File: config.mk
export PLATFORM = sky130hd
export DESIGN_NAME = nway_trace_active_set
export DESIGN_NICKNAME = d
export VERILOG_FILES = /design/src/rtl/nway_trace_active_set.sv
export SDC_FILE = /design/constraint.sdc
export NUM_CORES = 1
export LEC_CHECK = 0
export CELL_PAD_IN_SITES_DETAIL_PLACEMENT = 0
export CELL_PAD_IN_SITES_GLOBAL_PLACEMENT = 1
export CORE_MARGIN = 1.5
export CORE_UTILIZATION = 50
export CTS_BUF_LIST = sky130_fd_sc_hd__clkbuf_16
export CTS_CLUSTER_SIZE = 24
export DETAILED_ROUTE_END_ITERATION = 8
export GPL_ROUTABILITY_DRIVEN = 0
export GPL_TIMING_DRIVEN = 0
export PLACE_DENSITY = 0.92
export SYNTH_ARGS = -nofsm -noshare
export SYNTH_HDL_FRONTEND = slang
export SYNTH_SLANG_ARGS = --single-unit
export TNS_END_PERCENT = 30
File: constraint.sdc
create_clock -name clk -period 8.2 [get_ports clk]
set_input_delay 1.23 -clock clk [delete_from_list [all_inputs] [get_ports clk]]
set_output_delay 1.23 -clock clk [all_outputs]
set_load 0.02 [all_outputs]
File: src/rtl/nway_trace_active_set.sv
// In-flight tracker for n-way trace memory operations: issues to the cache in
// allocation order, matches responses by address, retires in allocation order.
module nway_trace_active_set #(
    parameter int unsigned ENTRIES     = 4,
    parameter int unsigned ADDR_WIDTH  = 32,
    parameter int unsigned INDEX_WIDTH = 17
) (
    input  logic                           clk,
    input  logic                           rst_n,
    input  logic                           alloc_valid,
    output logic                           alloc_ready,
    input  logic [INDEX_WIDTH-1:0]         alloc_trace_index,
    input  logic [ADDR_WIDTH-1:0]          alloc_mem_addr,
    output logic                           cache_req_valid,
    input  logic                           cache_req_ready,
    output logic [ADDR_WIDTH-1:0]          cache_req_addr,
    input  logic                           cache_resp_valid,
    input  logic [ADDR_WIDTH-1:0]          cache_resp_addr,
    input  logic                           cache_resp_hit,
    output logic                           retire_valid,
    input  logic                           retire_ready,
    output logic [INDEX_WIDTH-1:0]         retire_trace_index,
    output logic [ADDR_WIDTH-1:0]          retire_mem_addr,
    output logic                           retire_hit,
    output logic [$clog2(ENTRIES+1)-1:0]   occupancy,
    output logic                           unmatched_resp
);

    localparam int unsigned PW = $clog2(ENTRIES);
    localparam int unsigned OW = $clog2(ENTRIES + 1);

    typedef enum logic [1:0] {
        FREE,
        MAKE_REQUEST,
        WAIT_FOR_PROCESSING,
        REQUEST_RETIRED
    } entry_state_t;

    entry_state_t                   state_q [ENTRIES];
    entry_state_t                   state_d [ENTRIES];
    logic [INDEX_WIDTH-1:0]         idx_q   [ENTRIES];
    logic [ADDR_WIDTH-1:0]          addr_q  [ENTRIES];
    logic                           hit_q   [ENTRIES];

    logic [PW-1:0]                  tail_q;
    logic [PW-1:0]                  issue_q;
    logic [PW-1:0]                  head_q;
    logic [OW-1:0]                  occ_q;
    logic                           unmatched_q;

    logic                           alloc_fire;
    logic                           issue_fire;
    logic                           retire_fire;
    logic                           match_found;
    logic [PW-1:0]                  match_slot;
    logic [PW-1:0]                  scan_slot;

    assign alloc_ready        = (occ_q != OW'(ENTRIES));
    assign cache_req_valid    = (state_q[issue_q] == MAKE_REQUEST);
    assign cache_req_addr     = addr_q[issue_q];
    assign retire_valid       = (state_q[head_q] == REQUEST_RETIRED);
    assign retire_trace_index = idx_q[head_q];
    assign retire_mem_addr    = addr_q[head_q];
    assign retire_hit         = hit_q[head_q];
    assign occupancy          = occ_q;
    assign unmatched_resp     = unmatched_q;

    assign alloc_fire  = alloc_valid && alloc_ready;
    assign issue_fire  = cache_req_valid && cache_req_ready;
    assign retire_fire = retire_valid && retire_ready;

    // Scan from head so the oldest waiting entry with the address wins.
    always_comb begin
        match_found = 1'b0;
        match_slot  = '0;
        scan_slot   = '0;
        for (int unsigned i = 0; i < ENTRIES; i++) begin
            scan_slot = head_q + PW'(i);
            if (cache_resp_valid && !match_found &&
                state_q[scan_slot] == WAIT_FOR_PROCESSING &&
                addr_q[scan_slot] == cache_resp_addr) begin
                match_found = 1'b1;
                match_slot  = scan_slot;
            end
        end
    end

    // All four transitions target entries in distinct pre-cycle states, so they never collide.
    always_comb begin
        for (int unsigned i = 0; i < ENTRIES; i++) begin
            state_d[i] = state_q[i];
        end
        if (alloc_fire)  state_d[tail_q]     = MAKE_REQUEST;
        if (issue_fire)  state_d[issue_q]    = WAIT_FOR_PROCESSING;
        if (match_found) state_d[match_slot] = REQUEST_RETIRED;
        if (retire_fire) state_d[head_q]     = FREE;
    end

    always_ff @(posedge clk or negedge rst_n) begin
        if (!rst_n) begin
            for (int unsigned i = 0; i < ENTRIES; i++) begin
                state_q[i] <= FREE;
                idx_q[i]   <= '0;
                addr_q[i]  <= '0;
                hit_q[i]   <= 1'b0;
            end
            tail_q      <= '0;
            issue_q     <= '0;
            head_q      <= '0;
            occ_q       <= '0;
            unmatched_q <= 1'b0;
        end else begin
            for (int unsigned i = 0; i < ENTRIES; i++) begin
                state_q[i] <= state_d[i];
            end
            if (alloc_fire) begin
                idx_q[tail_q]  <= alloc_trace_index;
                addr_q[tail_q] <= alloc_mem_addr;
                hit_q[tail_q]  <= 1'b0;
                tail_q         <= tail_q + PW'(1);
            end
            if (issue_fire) begin
                issue_q <= issue_q + PW'(1);
            end
            if (match_found) begin
                hit_q[match_slot] <= cache_resp_hit;
            end
            if (cache_resp_valid && !match_found) begin
                unmatched_q <= 1'b1;
            end
            if (retire_fire) begin
                head_q <= head_q + PW'(1);
            end
            case ({alloc_fire, retire_fire})
                2'b10:   occ_q <= occ_q + OW'(1);
                2'b01:   occ_q <= occ_q - OW'(1);
                default: occ_q <= occ_q;
            endcase
        end
    end

endmodule

==> results_tabular.tex <==
\begin{tabular}{lr}
\hline
Metric & Value \\
\hline
\multicolumn{2}{l}{\textbf{Outcome}} \\
Status & finished, final reports clean \\
\multicolumn{2}{l}{\textbf{Floorplanning}} \\
Die footprint & 30900 um2 \\
Core region area & roughly 30000 um2 \\
Vertical die dimension & between 150 and 200 um \\
Core Rows & 63 \\
Die W & between 150 and 200 um \\
Count of boundary I/O pins & 177 \\
Initial Util & 0.506 \\
\multicolumn{2}{l}{\textbf{Clocking}} \\
Number of setup buffers added after CTS & 0 \\
Maximum buffer depth of the clock tree & 3 \\
Clock transition at the registers of the reported paths & roughly 60 ps \\
Post-CTS sizing & 0 \\
H-Tree Level Count & 1 \\
Sinks on Clock Net & about 220 \\
Cts bufs inserted & 25 \\
Clock tree from TritonCTS & done \\
Hold-fix buffer count after cts & 0 \\
Clock root cell & sky130\_fd\_sc\_hd\_\_clkbuf\_16 \\
Clock network latency to the later pin of the worst-skew pair & 560 ps \\
\multicolumn{2}{l}{\textbf{Setup path}} \\
Cell depth of the worst flop-to-flop path & 17 \\
Launching element type of the critical path & register \\
Setup crit end kind & register \\
Data required time at the worst endpoint & between 8000 and 9000 ps \\
Slowest CP cell & sky130\_fd\_sc\_hd\_\_buf\_1 \\
Maximum fanout along the worst path & 11 \\
Data arrival at the endpoint of the critical path & between 6000 and 7000 ps \\
Start-to-end type of the worst setup path & register to register \\
CP peak stage delay & roughly 800 ps \\
Cells traversed along the worst timing path & buf\_2 -> buf\_1 -> inv\_2 -> buf\_1 -> ha\_1 -> buf\_4 -> buf\_4 -> mux4\_2 -> xnor2\_1 -> nand4\_1 -> nor4\_1 -> and3\_1 -> o31ai\_1 -> mux2i\_1 -> inv\_1 -> o21ai\_1 -> mux2i\_1 \\
\multicolumn{2}{l}{\textbf{Synth}} \\
Number of nets produced by synthesis & approximately 1200 \\
Synth warn & 0 \\
Primary flip-flop cell chosen by synthesis mapping & sky130\_fd\_sc\_hd\_\_dfrtp\_1 \\
Post-Synthesis Cell Area & around 15000 um2 \\
Number of synthesized flops with an enable pin & 0 \\
Share of Yosys cell area claimed by the top area cell type & 0.365 \\
Number of instances in the synthesized netlist & $\sim$1100 \\
Cell variety after synth & 67 \\
Share of flip-flops with an asynchronous set or reset after synthesis & 1.00 \\
Sequential cell area fraction in the yosys report & 0.365 \\
Biggest area consumer among synthesized cells & sky130\_fd\_sc\_hd\_\_dfrtp\_1 \\
Leading post-synthesis cells by instance count & sky130\_fd\_sc\_hd\_\_dfrtp\_1 (218), sky130\_fd\_sc\_hd\_\_mux2\_2 (202), sky130\_fd\_sc\_hd\_\_mux4\_2 (150) \\
Synth Area per Inst & between 10 and 15 um2 \\
Most used standard cell by instance count after synthesis & sky130\_fd\_sc\_hd\_\_dfrtp\_1 \\
Largest cells by area after synthesis & sky130\_fd\_sc\_hd\_\_dfrtp\_1 (36\%), sky130\_fd\_sc\_hd\_\_mux4\_2 (23\%), sky130\_fd\_sc\_hd\_\_mux2\_2 (15\%) \\
Flop and latch count out of synthesis & 218 \\
\multicolumn{2}{l}{\textbf{STA}} \\
Fmax achieved & about 160 MHz \\
Portion of the clock cycle consumed by the worst path in the final layout & 0.783 \\
Worst Tran Pin Value & 1150 ps \\
Worst slew margin relative to its limit & 0.231 \\
Setup repair after global routing missed its margin & false \\
Fin crit period & 6420 ps \\
Total count of hold-check failures in the final report & 0 \\
Largest clock skew in the final design & 16.7 ps \\
Pins over their slew limit & 0 \\
Final setup fails & 0 \\
\multicolumn{2}{l}{\textbf{Detailed routing}} \\
Via Count & about 11000 \\
Routed wire length & about 47000 um \\
WL per Instance & between 20 and 30 um \\
Detailed-route DRC error count & 0 \\
Total iterations of the first detailed-routing run & 5 \\
Antenna Nets Post-Route & 0 \\
Via density per instance & around 6.6 \\
Initial detailed-routing violation count & about 1200 \\
\multicolumn{2}{l}{\textbf{Hold path}} \\
Type of the most critical hold path & register to register \\
Worst hold stages & 1 \\
\multicolumn{2}{l}{\textbf{Finish}} \\
Share of post-route cells with drive strength above 1 & 0.342 \\
Area growth from synthesis to final layout & 18.7\% \\
Nets@finish & 1376 \\
Finished layout cell area & between 15000 and 20000 um2 \\
\multicolumn{2}{l}{\textbf{Place}} \\
Quantity of I/O buffers inserted on ports & 149 \\
Placed cell areas & 17000 um2 \\
Dpl hpwl & approximately 35000 um \\
\multicolumn{2}{l}{\textbf{Global routing}} \\
Total grt overflow & 0 \\
Initial antenna violation count & 3 \\
Global-route wire length before repair & between 70000 and 80000 um \\
Via count of the first global-routing pass & 11400 \\
Combined global-route utilization of all metal layers & 0.310 \\
Maximum number of pins on one net before global-route repair & 125 \\
\multicolumn{2}{l}{\textbf{Job}} \\
Max-capacitance violation count & 0 \\
\hline
\end{tabular}
## cells in the final DEF (no fill, tap or decap), types with 22 or more instances in the layout
master / n
sky130_fd_sc_hd__clkdlybuf4s50_1: 148
sky130_fd_sc_hd__xnor2_1: 111
sky130_fd_sc_hd__buf_1: 24
sky130_fd_sc_hd__nand4_1: 22
sky130_fd_sc_hd__clkbuf_16: 25
sky130_fd_sc_hd__mux2_2: 202
sky130_fd_sc_hd__dfrtp_1: 218
sky130_fd_sc_hd__mux4_2: 150
sky130_fd_sc_hd__clkbuf_1: 38
sky130_fd_sc_hd__mux2i_1: 62
sky130_fd_sc_hd__nand2_1: 26
## state kept, by name, summed over array words and instances, names as in the netlist
register        flops
head_q              2
state_q             8
occupancy           3
addr_q            128
tail_q              2
unmatched_resp      1
issue_q             2
hit_q               4
idx_q              68
## metrics by stage
stage | instances | setup TNS, ps | hold slack [ps] | utilization | worst slack, ps
after global placement | 1635 | -682820 | 481 | 0.573 | -3160
final | 1686 | 0 | 500 | 0.600 | 1780
after CTS | 1683 | 0 | 501 | 0.600 | 1950
after detailed placement | 1637 | 0 | 488 | 0.575 | 2000
after global routing | 1683 | 0 | 515 | 0.600 | 1660
after floorplan | 1096 | 0 | 474 | - | 4060
## worst max-delay path, delay by kind of cell (launching register included)
family	cells	cell delay, ps
adder cells (fa/ha/maj)	1	470
XOR/XNOR	1	400
flip-flops	1	380
AO/OA/AOI/OAI	2	440
AND/OR/NAND/NOR	3	1220
multiplexers	3	1000
buffers and inverters	7	2430
## final timing paths
kind,to,from,slack [ps]
max,hit_q[0],head_q[1],1780
min,idx_q[23],idx_q[23],500
max reg2reg,hit_q[0],head_q[1],1780
min reg2reg,idx_q[23],idx_q[23],500
max in group asynchronous,addr_q[59],rst_n,6510
min in group asynchronous,addr_q[107],rst_n,730
## final cells by class
cell class | count | area [um2]
fillers | 2358 | 11800
multi-input cells | 761 | 8900
flip-flops and latches | 218 | 5460
repair buffers | 151 | 1550
clock buffers | 25 | 626
plain buffers | 97 | 517
well taps | 390 | 488
clock inverters | 21 | 121
inverters | 20 | 75.1
diodes | 3 | 7.51
## cell families (layout without fill, tap and decap cells)
group           count (synthesis)  after routing  share of synthesized area
compound gates                 71             71                     0.0376
xor+xnor                      128            128                     0.0755
fa+ha+maj                      14             14                     0.0122
buf+inv                       117            314                     0.0396
flops                         218            218                      0.365
mux                           417            417                      0.422
other cells                     0              3                          0
simple gates                  131            131                     0.0480
## routing by layer
layer	up-vias	global-route usage	wire length, um
li1	4575	-	-
met1	5707	0.390	17600
met2	671	0.497	22200
met3	158	0.0853	4820
met4	2	0.147	2510
met5	-	0	13
Power is left out: the tool's default activity adds up to more than one toggle a clock period on the data nets, which glitch-free logic cannot reach.
